File: src/rtl/intr_pkg.sv
// Shared definitions for the two-line interrupt controller:
// FSM state encoding and the default inter-interrupt gap.
package intr_pkg;

    localparam int GAP_DEFAULT = 8;

    typedef enum logic [1:0] {
        IDLE  = 2'd0,
        ISSUE = 2'd1,
        HOLD  = 2'd2
    } state_t;

endpackage

File: src/rtl/intr_sync.sv
// One interrupt line: 2-flop synchronizer plus a third flop, flagging
// a rising edge for one cycle when stage 2 is high and stage 3 is low.
module intr_sync (
    input  logic clk,
    input  logic reset,
    input  logic async_in,
    output logic rise
);

    logic stage1;
    logic stage2;
    logic stage3;

    always_ff @(posedge clk or posedge reset) begin
        if (reset) begin
            stage1 <= 1'b0;
            stage2 <= 1'b0;
            stage3 <= 1'b0;
        end else begin
            stage1 <= async_in;
            stage2 <= stage1;
            stage3 <= stage2;
        end
    end

    assign rise = stage2 & ~stage3;

endmodule

File: src/rtl/intr_ctrl.sv
// Two-line interrupt controller: edge-triggered pending flags, fixed
// priority (line 0 first), one-cycle pulses separated by GAP hold cycles.
module intr_ctrl
    import intr_pkg::*;
#(
    parameter int GAP = GAP_DEFAULT
) (
    input  logic       clk,
    input  logic       reset,
    input  logic [1:0] irq_in,
    input  logic [1:0] mask,
    output logic       intr1,
    output logic       intr2,
    output logic [1:0] pending,
    output logic       busy
);

    logic [1:0] rise;
    logic [1:0] req;
    logic [1:0] grant;
    logic [1:0] clear;
    state_t     state;
    state_t     state_next;
    logic [7:0] hold_cnt;
    logic [7:0] hold_next;

    intr_sync u_sync0 (
        .clk      (clk),
        .reset    (reset),
        .async_in (irq_in[0]),
        .rise     (rise[0])
    );

    intr_sync u_sync1 (
        .clk      (clk),
        .reset    (reset),
        .async_in (irq_in[1]),
        .rise     (rise[1])
    );

    // Mask only matters here, in IDLE, when a line is granted.
    always_comb begin
        req        = pending & mask;
        grant      = 2'b00;
        clear      = 2'b00;
        state_next = state;
        hold_next  = hold_cnt;
        if (req[0]) begin
            grant = 2'b01;
        end else if (req[1]) begin
            grant = 2'b10;
        end
        case (state)
            IDLE: begin
                if (req != 2'b00) begin
                    state_next = ISSUE;
                    clear      = grant;
                end
            end
            ISSUE: begin
                state_next = HOLD;
                hold_next  = 8'(GAP - 1);
            end
            HOLD: begin
                if (hold_cnt == 8'd0) begin
                    state_next = IDLE;
                end else begin
                    hold_next = hold_cnt - 8'd1;
                end
            end
            default: begin
                state_next = IDLE;
            end
        endcase
    end

    // A new edge on the line being cleared keeps it pending (set wins).
    always_ff @(posedge clk or posedge reset) begin
        if (reset) begin
            state    <= IDLE;
            hold_cnt <= 8'd0;
            pending  <= 2'b00;
            intr1    <= 1'b0;
            intr2    <= 1'b0;
        end else begin
            state    <= state_next;
            hold_cnt <= hold_next;
            pending  <= (pending & ~clear) | rise;
            intr1    <= clear[0];
            intr2    <= clear[1];
        end
    end

    assign busy = (state == ISSUE) || (state == HOLD);

endmodule
File: config.mk
export PLATFORM = sky130hd
export DESIGN_NAME = intr_ctrl
export DESIGN_NICKNAME = d
export VERILOG_FILES = /design/src/rtl/intr_pkg.sv /design/src/rtl/intr_sync.sv /design/src/rtl/intr_ctrl.sv
export SDC_FILE = /design/constraint.sdc
export NUM_CORES = 1
export LEC_CHECK = 0
export BUFFER_PORTS_ARGS = -buffer_cell sky130_fd_sc_hd__buf_4
export CAP_MARGIN = 40
export CORE_UTILIZATION = 35
export CTS_CLUSTER_SIZE = 10
export DETAILED_ROUTE_END_ITERATION = 12
export SYNTH_ARGS = -nofsm -noshare
export SYNTH_HDL_FRONTEND = slang
export SYNTH_SLANG_ARGS = --single-unit
File: constraint.sdc
create_clock -name clk -period 3.9 [get_ports clk]
set_input_delay 0.195 -clock clk [delete_from_list [all_inputs] [get_ports clk]]
set_output_delay 0.195 -clock clk [all_outputs]
set_load 0.005 [all_outputs]
# Word-level counts from Yosys, hierarchy flattened

Cells that the tools add are included.

Reduce and logical (&&, ||, !) cells: 7
Eq/ne operators: 5
Bitwise operators: 8
Mux-type cells: 9
Add/sub/neg operators: 1

Operators by type and width:

| cell                                                 | count |
|---|---|
| one-hot mux 8 bit (2 select lines)                   | 1 |
| two-way mux 2 bit                                    | 6 |
| logical NOT 8 bit                                    | 1 |
| two-way mux 8 bit                                    | 1 |
| subtractor 8 x 1 -> 8 bit (second input constant)    | 1 |
| != test 2 bit (second input constant)                | 3 |
| one-hot mux 2 bit (3 select lines)                   | 1 |
| bitwise AND 2 bit                                    | 2 |
| AND reduction 2 bit                                  | 2 |
| nonzero test 2 bit                                   | 2 |
| bitwise AND 1 bit                                    | 2 |
| equality test 2 x 1 -> 1 bit (second input constant) | 1 |
| equality test 2 bit (second input constant)          | 1 |
| logical NOT 2 bit                                    | 1 |
| NOT 1 bit                                            | 2 |
| NOT 2 bit                                            | 1 |
| OR 2 bit                                             | 1 |
| logical OR 1 bit                                     | 1 |

Logic and storage cells: 41
Flip-flop bits (word level): 20
Output and inout port bits: 5
Bits of input ports: 6

# Depth between registers and ports, before layout

Gate-level depths: netlist of the first run.

Depth after elaboration: 8
Gate-level depth with buffers: 7
Depth with buffers taken out: 6

# Hierarchy

A second synthesis of the first run with hierarchy kept.

Cell total of the unflattened synthesis: 78
Area, all modules: 907.1 µm²

By module, submodules not included:

| module    | cells each | instances | seq. area each (µm²) | area an instance (µm²) |
|---|---|---|---|---|
| intr_ctrl | 68         | 1         | 350.3                | 721.9 |
| intr_sync | 5          | 2         | 75.1                 | 92.6 |

# Worst setup path after synthesis of the first run

OpenSTA, ideal clock, no wires.

Path type: reg-to-reg
Start: register hold_cnt[2]
End: register hold_cnt[7]
Setup time: 0.077 ns
Cell stages (with the launch flop): 6
Path buffers: 1
Required time: 3.823 ns
Setup slack: 2.034 ns
Data arrival time: 1.788 ns
Clock period less this slack: 1.866 ns
Cells stage by stage: dfrtp_1 or3_1 buf_2 or4_4 or3_1 a21oi_1

Longest elaborated chain between the ends: 3
Elaborated cells on any way between the ends: 6
Those cells by class: 1 x add/sub; 1 x eq/ne; 2 x mux; 2 x reduce/logical

Ends and longest elaborated chain:

| item                                                                             | RTL line                         | source |
|---|---|---|
| from (decl)                                                                      | intr_ctrl.sv:24                  | `logic [7:0] hold_cnt;` |
| from (signal assigned)                                                           | intr_ctrl.sv:87                  | `hold_cnt <= hold_next;` |
| subtractor 8 x 1 -> 8 bit / logical NOT 8 bit (equally long branches)            | intr_ctrl.sv:68, intr_ctrl.sv:65 |  |
| two-way mux 8 bit / != test 2 bit (equally long branches)                        | -                                |  |
| one-hot mux 8 bit (2 select lines) / AND reduction 2 bit (equally long branches) | -                                |  |

Several ways; a longest one is shown, not always the timed one. The select of a mux whose other input is x is not followed.
A chain may end at the register's enable or synchronous reset.

# Final worst setup path of the first run

Start: register hold_cnt[2]
End: register state[0]

Longest elaborated chain between the ends: 3

Ends and longest elaborated chain:

| item                                 | RTL line        | source |
|---|---|---|
| logical NOT 8 bit                    | intr_ctrl.sv:65 | `if (hold_cnt == 8'd0) begin` |
| != test 2 bit (no source line)       | -               |  |
| AND reduction 2 bit (no source line) | -               |  |
| to (signal assigned)                 | intr_ctrl.sv:86 | `state <= state_next;` |
| to (decl)                            | intr_ctrl.sv:22 | `state_t state;` |

No other way between the ends.

==> summary.txt, run 1 <==
Placed design
  – Hpwl dp: 1008 um
  – Gpl congestion: between 0.8 and 0.9
  – Number of port buffers: 10

Timing
  – Post-Route Setup TNS: 0 ns
  – Crit share post-route: 0.5646
  – Slew @ Worst Pin: just over 0.7 ns
  – Unrepaired setup endpoints after global routing: false
  – WHS: between 0.005 and 0.006 ns
  – Peak Freq: between 400 and 500 MHz
  – Period minus WS final: between 2 and 2.5 ns
  – Pins Over Slew Limit: 0
  – Clk_skew: 0.003874 ns
  – Final setup viols: 0
  – Final Hold Fails: 0
  – Max_slew headroom: 0.5142

CTS
  – Clk sinks: 20
  – Root Buffer: clkbuf_4
  – Worst-path clk slew: 0.11 ns
  – Clk_lat worst skew: about 0.30 ns
  – Max clock buf depth: 2
  – Total CTS buffers: 3
  – CTS Hold Bufs: 2
  – Post-CTS Setup Bufs: 0
  – Post-CTS Resized: 0
  – H-tree levels: 1
  – CTS tree: yes

Setup path
  – CP Class: reg2reg
  – Worst reg2reg setup slack: around 1.7 ns
  – Reg2reg end: state[0]$_DFFE_PP0P_
  – Worst path cell trace: or3_1, o31ai_1, buf_2, nand2_1, mux2_2
  – CP Launch Type: flop
  – CP endpoint: state[0]$_DFFE_PP0P_
  – Data required, critical path: 4.10 ns
  – Arrival @ worst endpoint: 2.40 ns
  – Reg2Reg Depth: 5
  – Critical Path Fanout Max: 6
  – Critical Path Max Stage Delay: 0.56 ns
  – Setup crit start: hold_cnt[2]$_DFFE_PP0P_
  – Worst R2R Start: hold_cnt[2]$_DFFE_PP0P_
  – Critical path endpoint category: flop
  – Slowest-stage cell, CP: o31ai_1

Power and ir drop
  – Cell Pwr Density: about 640 mW/mm^2
  – Pleak: just over 0.5 nW
  – Peak supply drop: 0.0003304 V

Floorplan
  – # rows: 17
  – Core ar.: about 0.0023 sq mm
  – Initial Utilization: 0.3837
  – Die Wd: between 50 and 60 um
  – Full die area: 0.002699 sq mm
  – Die H: 51.95 um
  – IO Pins: 11

Cells and area
  – Area Growth Syn to Fin: 20.06%
  – Area of the multi-input gates: between 300 and 400 sq um
  – Layout Nets: around 110
  – Commonest non-fill, non-tap cells in the layout: 20 x dfrtp_1, 10 x inv_1, 10 x buf_4, 8 x nand2_1, 5 x ha_1
  – ANT cells: 0
  – Share of layout cells above drive strength 1: 0.2447
  – Sequential Area: 500.5 sq um
  – Number of fillers in the final layout: roughly 200
  – Commonest non-fill, non-tap cell in the layout: dfrtp_1

Logic synthesis
  – Synth Instances: 79
  – Post-synth ARST share: 1.000
  – Yosys warnings: 0
  – Post-Syn Area per Cell: roughly 11 sq um
  – Yosys reg bits: 20
  – Distinct cells, synth: 26
  – Top_reg_cell synth: dfrtp_1
  – Syn Std Cell Area: approximately 870 sq um
  – Biggest area consumer among synthesized cells: dfrtp_1
  – Number of synthesized flops with an enable pin: 0
  – Mapped Nets: 90
  – Ranking of synthesized cells by area: dfrtp_1 57%, ha_1 7.2%, inv_1 4.3%
  – Share of Yosys cell area claimed by the top area cell type: 0.5731
  – Sequential area share after synthesis: 0.5731

Route
  – First-pass DRT Iterations: 4
  – WL/cell: ~11 um
  – Vias: 590
  – Vias per inst: 4.836
  – Antenna Violating Nets Remaining: 0
  – Initial drt markers: 27
  – Total routed wirelength: between 1000 and 1500 um
  – Drt drc: 0

Run
  – Maxcap violations: 0

GRT
  – Vias in the first global route: 573
  – First-pass GRT wire length: around 2500 um
  – Pin count of the biggest net entering global routing: 21
  – GRT Residual Overflow: 0
  – Antenna violations before repair: 0
  – Total track usage: 0.1276

Run status
  – Outcome: finished, final reports clean

Min path
  – Worst min-delay path class: in2async
-- stage by stage --
stage	setup WS (ns)	total power, mW	cell area, sq um	cells	utilization
after floorplan	2.034	0.4331	873.3	79	-
after CTS	1.712	0.6801	1049	122	0.4607
final	1.698	0.6733	1049	122	0.4607
after global placement	1.559	0.4997	970.9	115	0.4266
after global routing	1.529	0.7238	1049	122	0.4607
after detailed placement	1.735	0.5089	975.9	116	0.4288
-- layer usage --
layer / up-vias / global-route usage / routed length [um]
li1: 304 / - / -
met1: 264 / 0.1801 / 729
met2: 18 / 0.1816 / 536
met3: 4 / 0.02632 / 74
met4: 0 / 0.06757 / 32
met5: - / 0 / 0
-- critical path, delay by kind of cell (launching register included) --
kind | cells | cell delay (ns)
AO/OA/AOI/OAI | 1 | 0.56
AND/OR/NAND/NOR | 2 | 0.56
flip-flops | 1 | 0.44
buffers and inverters | 1 | 0.27
multiplexers | 1 | 0.27
-- area by class of cell --
type	instances	share of cell area
clock buffers	3	0.02148
clock inverters	1	0.02864
inverters	10	0.03580
multi-input cells	47	0.3079
flip-flops and latches	20	0.4773
well taps	28	0.03341
repair buffers	13	0.09546
-- cell usage after synthesis (2+ instances only) --
cell type / count
a21oi_1: 4
or3_2: 2
dfrtp_1: 20
or3_1: 2
o311ai_0: 2
o21ai_0: 2
nor2_1: 4
ha_1: 5
o31ai_1: 2
mux2_2: 2
inv_1: 10
o41ai_1: 2
o22ai_1: 2
nand2_1: 8
-- power by group --
group          switching (mW)  internal [mW]  leakage [nW]
Sequential             0.0296          0.250         0.242
Clock                  0.0646          0.104        0.0279
Combinational           0.116          0.109         0.238
Total                   0.210          0.463         0.508
-- sequential cells by signal, summed over array words and instances (netlist names) --
name            flops
pending             2
u_sync1.stage3      1
intr2               1
u_sync0.stage2      1
u_sync1.stage2      1
u_sync1.stage1      1
u_sync0.stage1      1
state               2
u_sync0.stage3      1
hold_cnt            8
intr1               1
-- how the worst min path moves through the flow --
stage                         start                       end  slack [ns]  cells past startpoint
after floorplan               reset   hold_cnt[0]$_DFFE_PP0P_        0.16                      1
final                         reset           intr1$_DFF_PP0_       0.005                      2
after global placement    irq_in[1]  u_sync1.stage1$_DFF_PP0_        0.31                      1
after CTS                     reset           intr1$_DFF_PP0_        0.04                      2
after detailed placement  irq_in[0]  u_sync0.stage1$_DFF_PP0_        0.31                      1
after global routing          reset           intr1$_DFF_PP0_        0.08                      2
-- cells by family (layout without fill, tap and decap cells) --
group / Yosys count / count (layout) / share of synthesized area
adders and majority gates: 5 / 5 / 0.07163
buffers and inverters: 12 / 27 / 0.05731
muxes: 2 / 2 / 0.02579
and+or+nand+nor: 25 / 25 / 0.1576
AOI/OAI and AO/OA: 15 / 15 / 0.1146
DFF: 20 / 20 / 0.5731
Power figures use the tool's default switching activity.
==> inputs of run 2 (changes only) <==
- clock period: 3.9 -> 1.9 ns (I/O delays scaled with it)
==> summary.txt, run 2 (same netlist as run 1, synthesis figures left out) <==
Timing
  – Pins Over Slew Limit: 0
  – Crit share post-route: 0.9634
  – Clk_skew: approximately 0.0031 ns
  – Period minus WS final: 1.830 ns
  – Slew @ Worst Pin: around 0.75 ns
  – Final setup viols: 0
  – Final WS setup: ~0.07 ns
  – Max_slew headroom: 0.4998
  – WHS: between 0.06 and 0.07 ns
  – Peak Freq: 546.3 MHz
  – Final Hold Fails: 0

Setup path
  – CP Class: reg2reg
  – CP Launch Type: flop
  – Data required, critical path: about 2.1 ns
  – Critical Path Fanout Max: 3
  – Critical path endpoint category: flop
  – Arrival @ worst endpoint: just over 2 ns
  – Reg2Reg Depth: 4

Cells and area
  – Post-Layout Cell Count: approximately 130
  – Regs by FF count: hold_cnt (8), pending (2), state (2)
  – Commonest non-fill, non-tap cells in the layout: 20 x dfrtp_1, 17 x buf_4, 9 x inv_1, 8 x nand2_1, 5 x ha_1
  – Layout Nets: approximately 110
  – Share of layout cells above drive strength 1: 0.3168
  – Design Area, Final: between 0.001 and 0.0015 sq mm
  – Commonest non-fill, non-tap cell in the layout: dfrtp_1
  – Largest Register: hold_cnt
  – ANT cells: 0
  – Area Growth Syn to Fin: 27.79%
  – Largest register FFs: 8
  – Final Util: 0.4904

CTS
  – Total CTS buffers: 3
  – Max clock buf depth: 2
  – CTS tree: yes
  – H-tree levels: 1
  – Clk_lat worst skew: 0.29 ns
  – Clk sinks: 20
  – Worst-path clk slew: 0.11 ns
  – Root Buffer: clkbuf_4

GRT
  – Antenna violations before repair: 0
  – Vias in the first global route: around 600
  – First-pass GRT wire length: roughly 2600 um
  – GRT Residual Overflow: 0
  – Total track usage: 0.1370
  – Pin count of the biggest net entering global routing: 21

Placed design
  – Pre-CTS setup slack: around 0.073 ns
  – Hpwl dp: 1120 um
  – Number of port buffers: 10
  – Gpl congestion: between 0.7 and 0.8
  – Dpl cells: 120
  – Area post-placement: around 0.0010 sq mm

Route
  – Vias: 639
  – Total routed wirelength: roughly 1500 um
  – Drt drc: 0
  – WL/cell: ~12 um
  – Antenna Violating Nets Remaining: 0
  – First-pass DRT Iterations: 4
  – Vias per inst: roughly 5.0
  – Initial drt markers: 6

Run status
  – Outcome: finished, final reports clean

Floorplan
  – # rows: 17
  – IO Pins: 11
  – Die H: about 52 um
  – Core ar.: between 0.002 and 0.0025 sq mm
  – Full die area: 0.002699 sq mm
  – Die Wd: roughly 52 um
  – Initial Utilization: 0.3837

Run
  – Maxcap violations: 0

Power and ir drop
  – Peak supply drop: around 0.00070 V
  – Cell Pwr Density: roughly 1300 mW/mm^2
  – Pleak: approximately 0.54 nW

Min path
  – Worst min-delay path class: in2reg
  – Hold Crit Depth: 3
==> run 2: cell count changes in the layout (fill, tap and decap cells not counted) <==
cell / before / now
or3b_4: 0 / 1
a21oi_1: 4 / 2
or3b_2: 1 / 0
buf_4: 10 / 17
dlygate4sd3_1: 2 / 3
a21oi_2: 0 / 2
buf_2: 1 / 0
inv_2: 0 / 1
inv_1: 10 / 9
==> run 2: per-stage QoR <==
step | TNS [ns] | total power, mW
2_1_floorplan | 0 | 0.8890
3_3_place_gp | 0 | 1.076
3_5_place_dp | 0 | 1.098
4_1_cts | 0 | 1.454
5_1_grt | -0.004442 | 1.558
6_report | 0 | 1.449
==> run 2: layout make-up <==
cell class / count / area [sq um]
Clock buffer: 3 / 22.52
Clock inverter: 1 / 30.03
Fill cell: 209 / 1160
Inverter: 10 / 37.54
Multi-Input combinational cell: 47 / 332.8
Sequential cell: 20 / 500.5
Tap cell: 28 / 35.03
Timing Repair Buffer: 20 / 157.7
==> run 2: worst paths after layout <==
path,slack (ns),end,startpoint
max reg2reg,0.07,hold_cnt[7]$_DFFE_PP0P_,hold_cnt[2]$_DFFE_PP0P_
min,0.06,intr2$_DFF_PP0_,mask[1]
max in group asynchronous,0.95,u_sync1.stage2$_DFF_PP0_,reset
min reg2reg,0.36,u_sync1.stage2$_DFF_PP0_,u_sync1.stage1$_DFF_PP0_
min in group asynchronous,0.48,hold_cnt[7]$_DFFE_PP0P_,reset
max,0.07,hold_cnt[7]$_DFFE_PP0P_,hold_cnt[2]$_DFFE_PP0P_
==> run 2: critical path, stage by stage, from the launching register on <==
cell	delay, ns
dfrtp_1	0.40
or3_1	0.42
or4_4	0.49
or3_1	0.33
a21oi_2	0.13
==> run 2: repair_timing <==
item / CTS / global route
setup buffers: 0 / 2
endpoints found under the setup margin: 0 / 2
hold endpoints to repair: 22 / 0
hold buffers: 3 / 0
resized for setup: 0 / 4
==> run 2: metal layers <==
layer | part of all wire | vias up | track usage
met5 | 0 | - | 0
met4 | 0.018 | 0 | 0.09459
met3 | 0.029 | 2 | 0.01754
met2 | 0.49 | 8 | 0.2094
met1 | 0.46 | 313 | 0.1781
li1 | - | 316 | -
==> run 2: where the power goes <==
part / internal, mW / total (mW) / switching (mW)
logic: 0.272 / 0.541 / 0.270
clock network: 0.213 / 0.342 / 0.129
registers: 0.514 / 0.565 / 0.0518
